[src/rtl/kbd_pkg.sv]
// Shared types, constants and helpers for the keyboard event scheduler.
package kbd_pkg;

  typedef enum logic [1:0] {
    S_IDLE  = 2'd0,
    S_WAIT  = 2'd1,
    S_FETCH = 2'd2,
    S_EMIT  = 2'd3
  } state_t;

  typedef logic [8:0] entry_t;

  localparam entry_t     PAUSE_ENTRY = 9'h000;
  localparam entry_t     END_ENTRY   = 9'h1FF;
  localparam logic [7:0] ABORT_CODE  = 8'h76;

  function automatic logic is_prefix(input logic [7:0] code);
    return (code == 8'hE0) || (code == 8'hF0);
  endfunction

  function automatic logic is_abort(input logic rel, input logic [7:0] code);
    return !rel && (code == ABORT_CODE);
  endfunction

endpackage

[src/rtl/kbd_script_ram.sv]
// Script storage: DEPTH x 9 bits, one write port, one registered read port.
// Contents are deliberately not reset so a script survives a reset.
module kbd_script_ram
  import kbd_pkg::*;
#(
  parameter int DEPTH = 32
) (
  input  logic                     clk,
  input  logic                     we,
  input  logic [$clog2(DEPTH)-1:0] waddr,
  input  entry_t                   wdata,
  input  logic [$clog2(DEPTH)-1:0] raddr,
  output entry_t                   rdata
);

  entry_t mem [DEPTH];
  entry_t rdata_q;

  // Write port and registered read port
  always_ff @(posedge clk) begin
    if (we) begin
      mem[waddr] <= wdata;
    end
    rdata_q <= mem[raddr];
  end

  assign rdata = rdata_q;

endmodule

[src/rtl/kbd_event_sched.sv]
// Merges live PS/2 key events with scripted events replayed from a small RAM
// at a fixed slot spacing; live events always win and ESC aborts playback.
module kbd_event_sched
  import kbd_pkg::*;
#(
  parameter int GAP   = 7000000,
  parameter int DEPTH = 32
) (
  input  logic                     clk_sys,
  input  logic                     reset,
  input  logic                     ps2_strobe,
  input  logic                     ps2_release,
  input  logic [7:0]               ps2_code,
  input  logic                     script_we,
  input  logic [$clog2(DEPTH)-1:0] script_addr,
  input  logic [8:0]               script_data,
  input  logic [$clog2(DEPTH):0]   script_len,
  input  logic                     script_start,
  output logic                     ev_strobe,
  output logic                     ev_release,
  output logic [7:0]               ev_code,
  output logic                     busy,
  output logic                     done,
  output logic                     aborted
);

  localparam int AW = $clog2(DEPTH);
  localparam int CW = $clog2(GAP + 1);

  state_t        state_q, state_d;
  logic [CW-1:0] cnt_q, cnt_d;
  logic [AW:0]   idx_q, idx_d;
  logic [AW:0]   len_q, len_d;
  logic          ev_strobe_q, ev_strobe_d;
  logic          ev_release_q, ev_release_d;
  logic [7:0]    ev_code_q, ev_code_d;
  logic          busy_q, busy_d;
  logic          done_q, done_d;
  logic          aborted_q, aborted_d;
  logic          hold_q, hold_d;
  logic          live_v;
  logic          ram_we;
  entry_t        ram_rdata;

  assign live_v = ps2_strobe && !hold_q && !is_prefix(ps2_code);
  assign ram_we = script_we && !busy_q && !hold_q;

  kbd_script_ram #(.DEPTH(DEPTH)) u_ram (
    .clk   (clk_sys),
    .we    (ram_we),
    .waddr (script_addr),
    .wdata (script_data),
    .raddr (idx_q[AW-1:0]),
    .rdata (ram_rdata)
  );

  // Next-state, slot timing and merged output selection
  always_comb begin
    state_d      = state_q;
    cnt_d        = cnt_q;
    idx_d        = idx_q;
    len_d        = len_q;
    ev_strobe_d  = 1'b0;
    ev_release_d = ev_release_q;
    ev_code_d    = ev_code_q;
    busy_d       = busy_q;
    done_d       = 1'b0;
    aborted_d    = 1'b0;
    hold_d       = 1'b0;

    if (live_v) begin
      ev_strobe_d  = 1'b1;
      ev_release_d = ps2_release;
      ev_code_d    = ps2_code;
    end else begin
      ev_strobe_d  = 1'b0;
    end

    if (busy_q && live_v && is_abort(ps2_release, ps2_code)) begin
      state_d   = S_IDLE;
      busy_d    = 1'b0;
      aborted_d = 1'b1;
    end else begin
      // cnt holds (cycles since slot reference + 2) so FETCH/EMIT land exactly on the slot
      case (state_q)
        S_IDLE: begin
          if (script_start && !hold_q) begin
            if (script_len == {(AW+1){1'b0}}) begin
              done_d = 1'b1;
            end else begin
              state_d = S_WAIT;
              busy_d  = 1'b1;
              idx_d   = {(AW+1){1'b0}};
              len_d   = script_len;
              cnt_d   = CW'(3);
            end
          end else begin
            state_d = S_IDLE;
          end
        end
        S_WAIT: begin
          if (cnt_q == CW'(GAP - 1)) begin
            state_d = S_FETCH;
          end else begin
            cnt_d = cnt_q + CW'(1);
          end
        end
        S_FETCH: begin
          state_d = S_EMIT;
        end
        S_EMIT: begin
          if ((idx_q == len_q) || (ram_rdata == END_ENTRY)) begin
            state_d = S_IDLE;
            busy_d  = 1'b0;
            done_d  = 1'b1;
          end else if (ram_rdata == PAUSE_ENTRY) begin
            state_d = S_WAIT;
            idx_d   = idx_q + (AW+1)'(1);
            cnt_d   = CW'(2);
          end else if (live_v) begin
            state_d = S_EMIT;
          end else begin
            ev_strobe_d  = 1'b1;
            ev_release_d = ram_rdata[8];
            ev_code_d    = ram_rdata[7:0];
            state_d      = S_WAIT;
            idx_d        = idx_q + (AW+1)'(1);
            cnt_d        = CW'(2);
          end
        end
        default: begin
          state_d = S_IDLE;
          busy_d  = 1'b0;
        end
      endcase
    end
  end

  // State and output registers; hold_q blocks inputs for the first cycle after reset
  always_ff @(posedge clk_sys or posedge reset) begin
    if (reset) begin
      state_q      <= S_IDLE;
      cnt_q        <= {CW{1'b0}};
      idx_q        <= {(AW+1){1'b0}};
      len_q        <= {(AW+1){1'b0}};
      ev_strobe_q  <= 1'b0;
      ev_release_q <= 1'b0;
      ev_code_q    <= 8'h00;
      busy_q       <= 1'b0;
      done_q       <= 1'b0;
      aborted_q    <= 1'b0;
      hold_q       <= 1'b1;
    end else begin
      state_q      <= state_d;
      cnt_q        <= cnt_d;
      idx_q        <= idx_d;
      len_q        <= len_d;
      ev_strobe_q  <= ev_strobe_d;
      ev_release_q <= ev_release_d;
      ev_code_q    <= ev_code_d;
      busy_q       <= busy_d;
      done_q       <= done_d;
      aborted_q    <= aborted_d;
      hold_q       <= hold_d;
    end
  end

  assign ev_strobe  = ev_strobe_q;
  assign ev_release = ev_release_q;
  assign ev_code    = ev_code_q;
  assign busy       = busy_q;
  assign done       = done_q;
  assign aborted    = aborted_q;

endmodule

[config.mk]
export PLATFORM = sky130hd
export DESIGN_NAME = kbd_event_sched
export DESIGN_NICKNAME = d
export VERILOG_FILES = /design/src/rtl/kbd_pkg.sv /design/src/rtl/kbd_script_ram.sv /design/src/rtl/kbd_event_sched.sv
export SDC_FILE = /design/constraint.sdc
export NUM_CORES = 1
export LEC_CHECK = 0
export BUFFER_PORTS_ARGS = -buffer_cell sky130_fd_sc_hd__buf_2
export CAP_MARGIN = 20
export CORE_MARGIN = 2
export CORE_UTILIZATION = 54
export DETAILED_ROUTE_END_ITERATION = 8
export PLACE_DENSITY = 0.71
export REMOVE_ABC_BUFFERS = 1
export SYNTH_ARGS = -nofsm -noshare
export SYNTH_HDL_FRONTEND = slang
export SYNTH_SLANG_ARGS = --single-unit
[constraint.sdc]
create_clock -name clk_sys -period 3.6 [get_ports clk_sys]
set_input_delay 0.72 -clock clk_sys [delete_from_list [all_inputs] [get_ports clk_sys]]
set_output_delay 0.72 -clock clk_sys [all_outputs]
set_load 0.005 [all_outputs]
==> metrics.md, run 1 <==
| Metric | Value |
|---|---|
| Post-DRT Antenna Nets | 0 |
| Maximum clock path buffer count | 3 |
| Worst skew pair latency | 0.52 ns |
| Initial Utilization | 54.7% |
| Final Skew | 0.0257 ns |
| Prevailing post-synth register cell | edfxtp_1 |
| Fin. Hold Viols | 0 |
| Slew Limit Fails | 0 |
| Design Power | 10.8 mW |
| 1st-iter DRT viols | 990 |
| Largest net degree at the start of global routing | 76 |
| DIE AREA | 0.0276 sq mm |
| Most used routing layer | met2 |
| CTS Sinks | 348 |
| DP HPWL | 17.8 mm |
| Max-slew headroom | 38.4% |
| Final min period | 2.82 ns |
| Final core occ | 61.5% |
| Initial antenna violation count | 0 |
| CTS H-tree depth | 2 |
| Global route total overflow | 0 |
| Clock tree from TritonCTS | built |
| IO Count | 47 |
| Design area | 0.0160 sq mm |
| Post-CTS Setup Inserts | 0 |
| CTS buffer count | 36 |
| # resized after CTS | 0 |
| Synth Warn # | 0 |
| Fin crit share | 78.5% |
| CP arrival | 3.23 ns |
| Grt met3 use | 3.84% |
| Pwr Density | 676 mW/mm^2 |
| Area growth, synth to finish | 12.4% |
| Die width | 166 um |
| Clk root buf | clkbuf_16 |
| Measured slew at the worst slew-check pin | 0.920 ns |
| VDD IR-drop max | 0.000440 V |
| Critical path peak fanout | 13 |
| Placement Setup Slack | 0.505 ns |
| Worst hold path type | in -> async |
| Max Cap Viol | 0 |
| RePlAce Congestion | 0.856 |
| Vias in the first global route | 7625 |
| Ys async rst share | 14.7% |
| DRC Markers | 0 |
| WP data required | 4.01 ns |
| Synthesized area per cell | 18.2 sq um |
| Area of placed instances | 0.0148 sq mm |
| Final setup viols | 0 |
| Number of synthesized flops with an enable pin | 288 |
| Synthesized cell area | 0.0142 sq mm |
| Drt total wl | 28.4 mm |
| Port bufs | 46 |
| First-pass GRT wire length | 44.6 mm |
| Routing usage on met1 | 30.8% |
| Via count | 7557 |
| R2r setup slk | 0.78 ns |
| Met2 usage | 33.3% |
| Avg WL per Cell | 23.6 um |
| Worst setup EP type | flip-flop |
| Initial DRT Pass Iterations | 5 |
| Critical path class | reg -> reg |
| Total track usage | 20.9% |
| Sequential area share after synthesis | 71.1% |
| Cts hold-fix bufs | 0 |
| Flops & latches, synth | 348 |
| Outcome | finished, final reports clean |
| Worst-path clk slew | 0.06 ns |
| FMAX | 354 MHz |
| Crit start category | flip-flop |
| P_leak | 5.28 nW |
| Unrepaired setup endpoints after global routing | no |
| Core Region | 0.0260 sq mm |
| Nets | 882 |
| Vias per cell | 6.28 |
| Worst setup slack after layout | 0.775 ns |
| Chip Height | 166 um |
| Antenna diodes | 0 |
| Row cnt | 59 |
| Syn Inst Count | 782 |
| Unique cell type count in the Yosys netlist | 62 |
| Layout cells sized above 1 | 27.0% |
-- placed cells by master (no fill, tap or decap), types with 4 or more instances in the layout --
| cell type | n |
|---|---|
| edfxtp_1 | 288 |
| nor2_1 | 49 |
| o21a_1 | 4 |
| or4_1 | 4 |
| a31oi_1 | 5 |
| xor2_1 | 4 |
| or3_1 | 4 |
| mux2_2 | 16 |
| and3_1 | 10 |
| nand4_1 | 6 |
| buf_2 | 46 |
| mux4_2 | 90 |
| mux2i_1 | 11 |
| a21oi_1 | 13 |
| inv_1 | 5 |
| dfxtp_1 | 9 |
| nand3_1 | 17 |
| buf_4 | 10 |
| ha_1 | 7 |
| clkbuf_1 | 4 |
| o21ai_0 | 32 |
| nand3b_1 | 5 |
| nor3_1 | 8 |
| bufinv_16 | 4 |
| dfrtp_1 | 48 |
| o31ai_1 | 13 |
| clkinv_1 | 10 |
| clkbuf_16 | 36 |
| clkinv_2 | 10 |
| nand2_1 | 44 |
-- layout make-up --
| class | count | area [sq um] |
|---|---|---|
| sequential | 348 | 10100 |
| fill | 1835 | 10000 |
| multi-input combinational | 388 | 3910 |
| clock buffer | 40 | 916 |
| tap | 335 | 419 |
| timing repair buffer | 59 | 365 |
| clock inverter | 25 | 229 |
| inverter | 8 | 30.0 |
-- per-layer routing --
metal  routed length (um)  up-vias
li1                     -     3288
met1                12400     3950
met2                13800      286
met3                 1770       33
met4                  414        0
met5                    0        -
-- worst paths after layout --
kind,from,to,depth (start not counted)
setup / recovery,state_q[1],state_q[1],7
hold / removal,reset,cnt_q[5],2
setup reg to reg,state_q[1],state_q[1],7
hold reg to reg,cnt_q[11],cnt_q[11],1
max in group asynchronous,reset,cnt_q[15],3
min in group clk_sys,ps2_code[6],ev_code[6],3
-- critical path, cell delays in order, from the launching register on --
cell and delay (ns):
dfrtp_1 0.41, ha_1 0.52, clkinv_1 0.13, buf_4 0.20
a31oi_1 0.37, and2_1 0.60, a2111oi_0 0.24, nor3b_1 0.26
-- flip-flops by register name (all words and copies together), names as in the netlist --
| signal | count |
|---|---|
| aborted | 1 |
| ev_strobe | 1 |
| u_ram.rdata | 9 |
| state_q | 2 |
| idx_q | 6 |
| hold_q | 1 |
| u_ram.mem | 288 |
| done | 1 |
| ev_release | 1 |
| len_q | 6 |
| cnt_q | 23 |
| busy | 1 |
| ev_code | 8 |
-- synth_stat cells (8+ instances only) --
library cell | number | area share, %
buf_2 | 12 | 0.42
nand3_1 | 17 | 0.60
nor3_1 | 8 | 0.28
clkbuf_1 | 20 | 0.53
mux2i_1 | 11 | 0.77
o31ai_1 | 13 | 0.69
nor2_1 | 49 | 1.3
nand2_1 | 44 | 1.2
mux2_2 | 16 | 1.3
dfxtp_1 | 9 | 1.3
o21ai_0 | 32 | 1.1
edfxtp_1 | 288 | 61
a21oi_1 | 13 | 0.46
mux4_2 | 90 | 14
dfrtp_1 | 50 | 8.8
and3_1 | 10 | 0.44
-- logic make-up (layout without fill, tap and decap cells) --
logic type / Yosys count / in the layout / synth area share [%]
buffers and inverters: 46 / 132 / 1.43
AND/OR/NAND/NOR: 167 / 167 / 5.92
adder cells (fa/ha/maj): 7 / 7 / 0.616
AO/OA/AOI/OAI: 90 / 90 / 4.28
other: 1 / 1 / 0.0264
multiplexers: 117 / 117 / 16.3
flip-flops: 348 / 348 / 71.1
XOR/XNOR: 6 / 6 / 0.370
-- where the power goes --
group          internal, mW  switching [mW]
combinational          1.12            1.26
sequential             4.59           0.223
clock                  2.12            1.47
total                  7.84            2.96
-- through the flow --
stage	instances	setup TNS (ns)	hold WS, ns
CTS	1203	0	0.362
detailed placement	1138	0	0.472
global route	1203	0	0.414
floorplan	744	-40.21	0.440
global placement	1138	0	0.457
finish	1203	0	0.350
No activity file was read; power rests on OpenSTA's default activity.
==> run 2, diff against run 1 <==
Clock period 3.6 ns to 2.6 ns, I/O delays scaled along.
==> metrics.md, run 2 (synthesized netlist as in run 1, its figures left out) <==
| Metric | Value |
|---|---|
| Outcome | finished, final reports clean (unchanged) |
| Setup total negative slack | 0 ns (unchanged) |
| Fin. Hold Viols | 0 (unchanged) |
| CTS H-tree depth | 2 (unchanged) |
| Area of placed instances | 0.0152 sq mm (was 0.0148 sq mm) |
| CP arrival | 2.80 ns (was 3.23 ns) |
| Largest net degree at the start of global routing | 61 (was 76) |
| IO Count | 47 (unchanged) |
| Fin crit share | 92.4% (was 78.5%) |
| Nets | 930 (was 882) |
| WP data required | 3.00 ns (was 4.01 ns) |
| Core Region | 0.0260 sq mm (unchanged) |
| Reg power frac | 43.7% (was 44.6%) |
| Clock network fraction of design power | 33.6% (was 33.3%) |
| RePlAce Congestion | 0.832 (was 0.856) |
| VDD IR-drop max | 0.000737 V (was 0.000440 V) |
| Internal power | 11.1 mW (was 7.84 mW) |
| Antenna diodes | 0 (unchanged) |
| Worst setup EP type | flip-flop (unchanged) |
| Routed length on met1 | 12.6 mm (was 12.4 mm) |
| Reg2Reg Depth | 9 (was 7) |
| Initial DRT Pass Iterations | 5 (unchanged) |
| Placement Setup Slack | -0.00650 ns (was 0.505 ns) |
| RR Startpoint | state_q[0] (was state_q[1]) |
| Area growth, synth to finish | 15.2% (was 12.4%) |
| Initial Utilization | 54.7% (unchanged) |
| Final setup viols | 0 (unchanged) |
| CTS buffer count | 36 (unchanged) |
| Final Skew | 0.0213 ns (was 0.0257 ns) |
| Die width | 166 um (unchanged) |
| Commonest cells after routing, fill and taps aside | edfxtp_1, mux4_2, buf_4, nor2_1, dfrtp_1 (was edfxtp_1, mux4_2, nor2_1, dfrtp_1, buf_2) |
| DRC Markers | 0 (unchanged) |
| Worst r2r dst | cnt_q[11] (was state_q[1]) |
| Measured slew at the worst slew-check pin | 0.650 ns (was 0.920 ns) |
| 1st-iter DRT viols | 790 (was 990) |
| Pwr Density | 930 mW/mm^2 (was 676 mW/mm^2) |
| Commonest non-fill, non-tap cell in the layout | edfxtp_1 (unchanged) |
| Layout cells sized above 1 | 30.7% (was 27.0%) |
| Worst hold path type | in -> reg (was in -> async) |
| DP HPWL | 18.5 mm (was 17.8 mm) |
| FMAX | 416 MHz (was 354 MHz) |
| CTS Sinks | 348 (unchanged) |
| Unrepaired setup endpoints after global routing | no (unchanged) |
| Final min period | 2.40 ns (was 2.82 ns) |
| Dpl cells | 1183 (was 1138) |
| Top Metal Used | met4 (unchanged) |
| DIE AREA | 0.0276 sq mm (unchanged) |
| R2r setup slk | 0.20 ns (was 0.78 ns) |
| Row cnt | 59 (unchanged) |
| Avg WL per Cell | 23.5 um (was 23.6 um) |
| Worst-path clk slew | 0.06 ns (about the same) |
| Vias per cell | 6.12 (was 6.28) |
| Final non-filler cell total | 1251 (was 1203) |
| Total track usage | 21.7% (was 20.9%) |
| Critical Path Start | state_q[0] (was state_q[1]) |
| Largest register FFs | 288 (unchanged) |
| Initial antenna violation count | 0 (unchanged) |
| Hold-critical path depth | 3 |
| Met2 wire len | 14.4 mm (was 13.8 mm) |
| Chip Height | 166 um (unchanged) |
| Hold path startpoint | ps2_code[0] |
| Port bufs | 46 (unchanged) |
| P_leak | 5.54 nW (was 5.28 nW) |
| Sw Share | 27.3% (was 27.4%) |
| Maximum clock path buffer count | 3 (unchanged) |
| Worst Hold Path EP | ev_code[0] |
| Max-slew headroom | 56.7% (was 38.4%) |
| First-pass GRT wire length | 46.0 mm (was 44.6 mm) |
| Via count | 7656 (was 7557) |
| Drt total wl | 29.3 mm (was 28.4 mm) |
| Vias in the first global route | 7906 (was 7625) |
| Final core occ | 63.1% (was 61.5%) |
| Critical path peak fanout | 17 (was 13) |
| Global route total overflow | 0 (unchanged) |
| Met3 WL | 1.80 mm (was 1.77 mm) |
| Design area | 0.0164 sq mm (was 0.0160 sq mm) |
| Worst skew pair latency | 0.52 ns (about the same) |
| Worst setup slack after layout | 0.197 ns (was 0.775 ns) |
| Logic pwr share | 22.8% (was 22.1%) |
| Fillers | 1784 (was 1835) |
| Clock tree from TritonCTS | built (unchanged) |
| Crit start category | flip-flop (unchanged) |
| Post-DRT Antenna Nets | 0 (unchanged) |
| Clk root buf | clkbuf_16 (unchanged) |
| Most flops, register | u_ram.mem (unchanged) |
| Slew Limit Fails | 0 (unchanged) |
| Max Cap Viol | 0 (unchanged) |
| Critical path class | reg -> reg (unchanged) |
| Sw Pwr | 4.16 mW (was 2.96 mW) |
-- run 2: power groups by stage --
stage / Clock, mW / Combinational [mW] / Sequential, mW
3_3_place_gp: 0 / 3.33 / 6.74
5_1_grt: 5.42 / 3.76 / 6.69
6_report: 5.11 / 3.47 / 6.66
2_1_floorplan: 0 / 2.10 / 6.96
3_5_place_dp: 0 / 3.46 / 6.76
4_1_cts: 5.20 / 3.49 / 6.65
-- run 2: through the flow --
step	power [mW]	hold slack (ns)
2_1_floorplan	9.06	0.440
3_3_place_gp	10.1	0.457
3_5_place_dp	10.2	0.476
4_1_cts	15.3	0.233
5_1_grt	15.9	0.254
6_report	15.2	0.251
-- run 2: worst max path at each step --
stage                      end
floorplan           state_q[1]
global placement     cnt_q[18]
detailed placement   cnt_q[11]
CTS                  cnt_q[22]
global route         cnt_q[16]
finish               cnt_q[11]
-- run 2: layout make-up --
| cell class | count | area [sq um] | area share (%) |
|---|---|---|---|
| multi-input cells | 388 | 3910 | 23.9 |
| well taps | 335 | 419 | 2.56 |
| inverters | 8 | 30.0 | 0.183 |
| flip-flops and latches | 348 | 10100 | 61.7 |
| clock buffers | 44 | 962 | 5.87 |
| clock inverters | 21 | 214 | 1.31 |
| repair buffers | 107 | 741 | 4.52 |
-- run 2: layer usage --
metal	GRT usage, %	vias up
met5	0	-
met4	4.50	0
met3	4.05	42
met2	35.6	279
met1	31.0	3959
li1	-	3376
-- run 2: timing repair --
action                     in CTS  in global routing
resized for setup               0                  0
setup endpoints to repair       0                  1
hold endpoints to repair       15                  0
setup buffers                   0                  2
hold buffers                    1                  0
-- run 2: critical path: stages, from the launching register on --
cell and delay, ns:
dfrtp_1 0.39, inv_1 0.10, ha_1 0.26, or3b_2 0.21, o22ai_1 0.09, buf_4 0.17
a2111oi_4 0.33, o21a_4 0.23, nand2_4 0.14, o41ai_1 0.37
==> run 3, diff against run 2 <==
Settings changed: RECOVER_POWER set to 25.
==> metrics.md, run 3 (synthesized netlist as in run 1, its figures left out) <==
| Metric | Value |
|---|---|
| Pwr Density | 931 mW/mm^2 (was 930 mW/mm^2) |
| Global route total overflow | 0 (unchanged) |
| Internal power | 11.1 mW (about the same) |
| Die width | 166 um (unchanged) |
| CP arrival | 2.80 ns (about the same) |
| Setup total negative slack | 0 ns (unchanged) |
| Final Skew | 0.0185 ns (was 0.0213 ns) |
| Critical path peak fanout | 16 (was 17) |
| Logic pwr share | 22.7% (was 22.8%) |
| Final min period | 2.40 ns (about the same) |
| Largest register FFs | 288 (unchanged) |
| Reg power frac | 43.7% (about the same) |
| Most flops, register | u_ram.mem (unchanged) |
| Initial antenna violation count | 0 (unchanged) |
| 1st-iter DRT viols | 807 (was 790) |
| R2r setup slk | 0.20 ns (about the same) |
| CTS buffer count | 36 (unchanged) |
| Sw Share | 27.3% (about the same) |
| CTS Sinks | 348 (unchanged) |
| WP data required | 3.00 ns (about the same) |
| Slew Limit Fails | 33 (was 0) |
| Port bufs | 46 (unchanged) |
| Worst setup EP type | flip-flop (unchanged) |
| Vias per cell | 6.13 (was 6.12) |
| Max Cap Viol | 2 (was 0) |
| Area of the multi-input gates | 0.00391 sq mm (unchanged) |
| Nets | 930 (unchanged) |
| Crit path largest cell delay | 0.46 ns (was 0.39 ns) |
| Crit start category | flip-flop (unchanged) |
| Worst r2r dst | cnt_q[14] (was cnt_q[11]) |
| Area growth, synth to finish | 15.2% (about the same) |
| Max-slew headroom | -3.36% (was 56.7%) |
| Failing checks | max-capacitance violations, max-slew violations |
| Clk root buf | clkbuf_16 (unchanged) |
| Largest net degree at the start of global routing | 61 (unchanged) |
| Outcome | finished, violations left (was finished, final reports clean) |
| Initial Utilization | 54.7% (unchanged) |
| Layout cells sized above 1 | 29.9% (was 30.7%) |
| Reg2Reg Depth | 10 (was 9) |
| Initial DRT Pass Iterations | 5 (unchanged) |
| Hold-critical path depth | 3 (unchanged) |
| Sw Pwr | 4.16 mW (about the same) |
| Worst skew pair latency | 0.52 ns (about the same) |
| IO Count | 47 (unchanged) |
| CP Cell Sequence | inv_1, ha_1, or3b_2, o22ai_1, buf_4, a2111oi_4, o21ai_2, buf_4, o21ai_0, o31ai_1 (was inv_1, ha_1, or3b_2, o22ai_1, buf_4, a2111oi_4, o21a_4, nand2_4, o41ai_1) |
| Clock tree from TritonCTS | built (unchanged) |
| Via count | 7672 (was 7656) |
| Chip Height | 166 um (unchanged) |
| Worst-path clk slew | 0.06 ns (about the same) |
| Fillers | 1785 (was 1784) |
| CTS H-tree depth | 2 (unchanged) |
| RR Startpoint | state_q[0] (unchanged) |
| Final setup viols | 0 (unchanged) |
| Post-DRT Antenna Nets | 0 (unchanged) |
| Clock network fraction of design power | 33.6% (about the same) |
| CP max-delay cell | or3b_2 (was dfrtp_1) |
| Drt total wl | 29.4 mm (was 29.3 mm) |
| Core Region | 0.0260 sq mm (unchanged) |
| Total track usage | 21.7% (unchanged) |
| Final hold slack | 0.252 ns (was 0.251 ns) |
| Vias in the first global route | 7906 (unchanged) |
| Worst Hold Path EP | ev_code[0] (unchanged) |
| Fin. Hold Viols | 0 (unchanged) |
| Hold path startpoint | ps2_code[0] (unchanged) |
| Worst hold path type | in -> reg (unchanged) |
| Unrepaired setup endpoints after global routing | no (unchanged) |
| Sequential Area | 0.0101 sq mm (unchanged) |
| DRC Markers | 0 (unchanged) |
| DP HPWL | 18.5 mm (unchanged) |
| Critical path's most frequent cell | buf_4 |
| Commonest cells after routing, fill and taps aside | edfxtp_1, mux4_2, buf_4, nor2_1, dfrtp_1 (unchanged) |
| Maximum clock path buffer count | 3 (unchanged) |
| Fin crit share | 92.4% (about the same) |
| FMAX | 416 MHz (about the same) |
| VDD IR-drop max | 0.000733 V (was 0.000737 V) |
| Antenna diodes | 0 (unchanged) |
| First-pass GRT wire length | 46.0 mm (unchanged) |
| Measured slew at the worst slew-check pin | 1.55 ns (was 0.650 ns) |
| # resized after CTS | 0 (unchanged) |
| DIE AREA | 0.0276 sq mm (unchanged) |
| Commonest non-fill, non-tap cell in the layout | edfxtp_1 (unchanged) |
| Row cnt | 59 (unchanged) |
| Avg WL per Cell | 23.5 um (about the same) |
| Critical path class | reg -> reg (unchanged) |
| RePlAce Congestion | 0.832 (unchanged) |
| P_leak | 5.52 nW (was 5.54 nW) |
-- run 3: power by group through the flow --
stage	sequential, mW	combinational [mW]	clock [mW]
after floorplan	6.96	2.10	0
after global placement	6.74	3.33	0
after detailed placement	6.76	3.46	0
after CTS	6.65	3.49	5.20
after global routing	6.69	3.75	5.42
final	6.66	3.46	5.11
-- run 3: worst max-delay path, delay by kind of cell, from the launching register on --
family,cells,cell delay (ns)
adder cells (fa/ha/maj),1,0.24
AND/OR/NAND/NOR,1,0.46
flip-flops,1,0.41
AO/OA/AOI/OAI,5,0.62
buffers and inverters,3,0.56
-- run 3: how the worst max path moves through the flow --
stage | from | endpoint | slack, ns
2_1_floorplan | idx_q[0] | state_q[1] | -1.96
3_3_place_gp | ps2_code[1] | cnt_q[18] | 0.1
3_5_place_dp | ps2_code[1] | cnt_q[11] | -0.006
4_1_cts | cnt_q[0] | cnt_q[22] | 0.13
5_1_grt | state_q[1] | cnt_q[16] | 0.01
6_report | state_q[0] | cnt_q[14] | 0.20
-- run 3: what timing repair did --
item | CTS | global route
buffers inserted | 0 | 2
endpoints found under the hold margin | 15 | 0
endpoints found under the setup margin | 0 | 1
hold buffers | 1 | 0
-- run 3: final cells by class --
type	count	area share (%)
Clock buffer	44	5.87
Clock inverter	21	1.31
Inverter	8	0.183
Multi-Input combinational cell	388	23.9
Sequential cell	348	61.7
Tap cell	335	2.56
Timing Repair Buffer	107	4.47
-- run 3: through the flow --
stage	cell area [sq um]	instances	worst slack [ns]	power (mW)	utilization, %
5_1_grt	16400	1251	0.0120	15.9	63.0
2_1_floorplan	14000	744	-1.96	9.06	-
3_5_place_dp	15200	1183	-0.00650	10.2	58.4
4_1_cts	16400	1249	0.125	15.3	63.0
3_3_place_gp	15200	1183	0.0987	10.1	58.4
6_report	16400	1251	0.197	15.2	63.0
-- run 3: layer usage --
layer / GRT usage, % / up-vias / share of wire (%)
li1: - / 3380 / -
met1: 31.0 / 3940 / 42
met2: 35.6 / 310 / 49
met3: 4.05 / 42 / 6.9
met4: 4.50 / 0 / 1.7
met5: 0 / - / 0
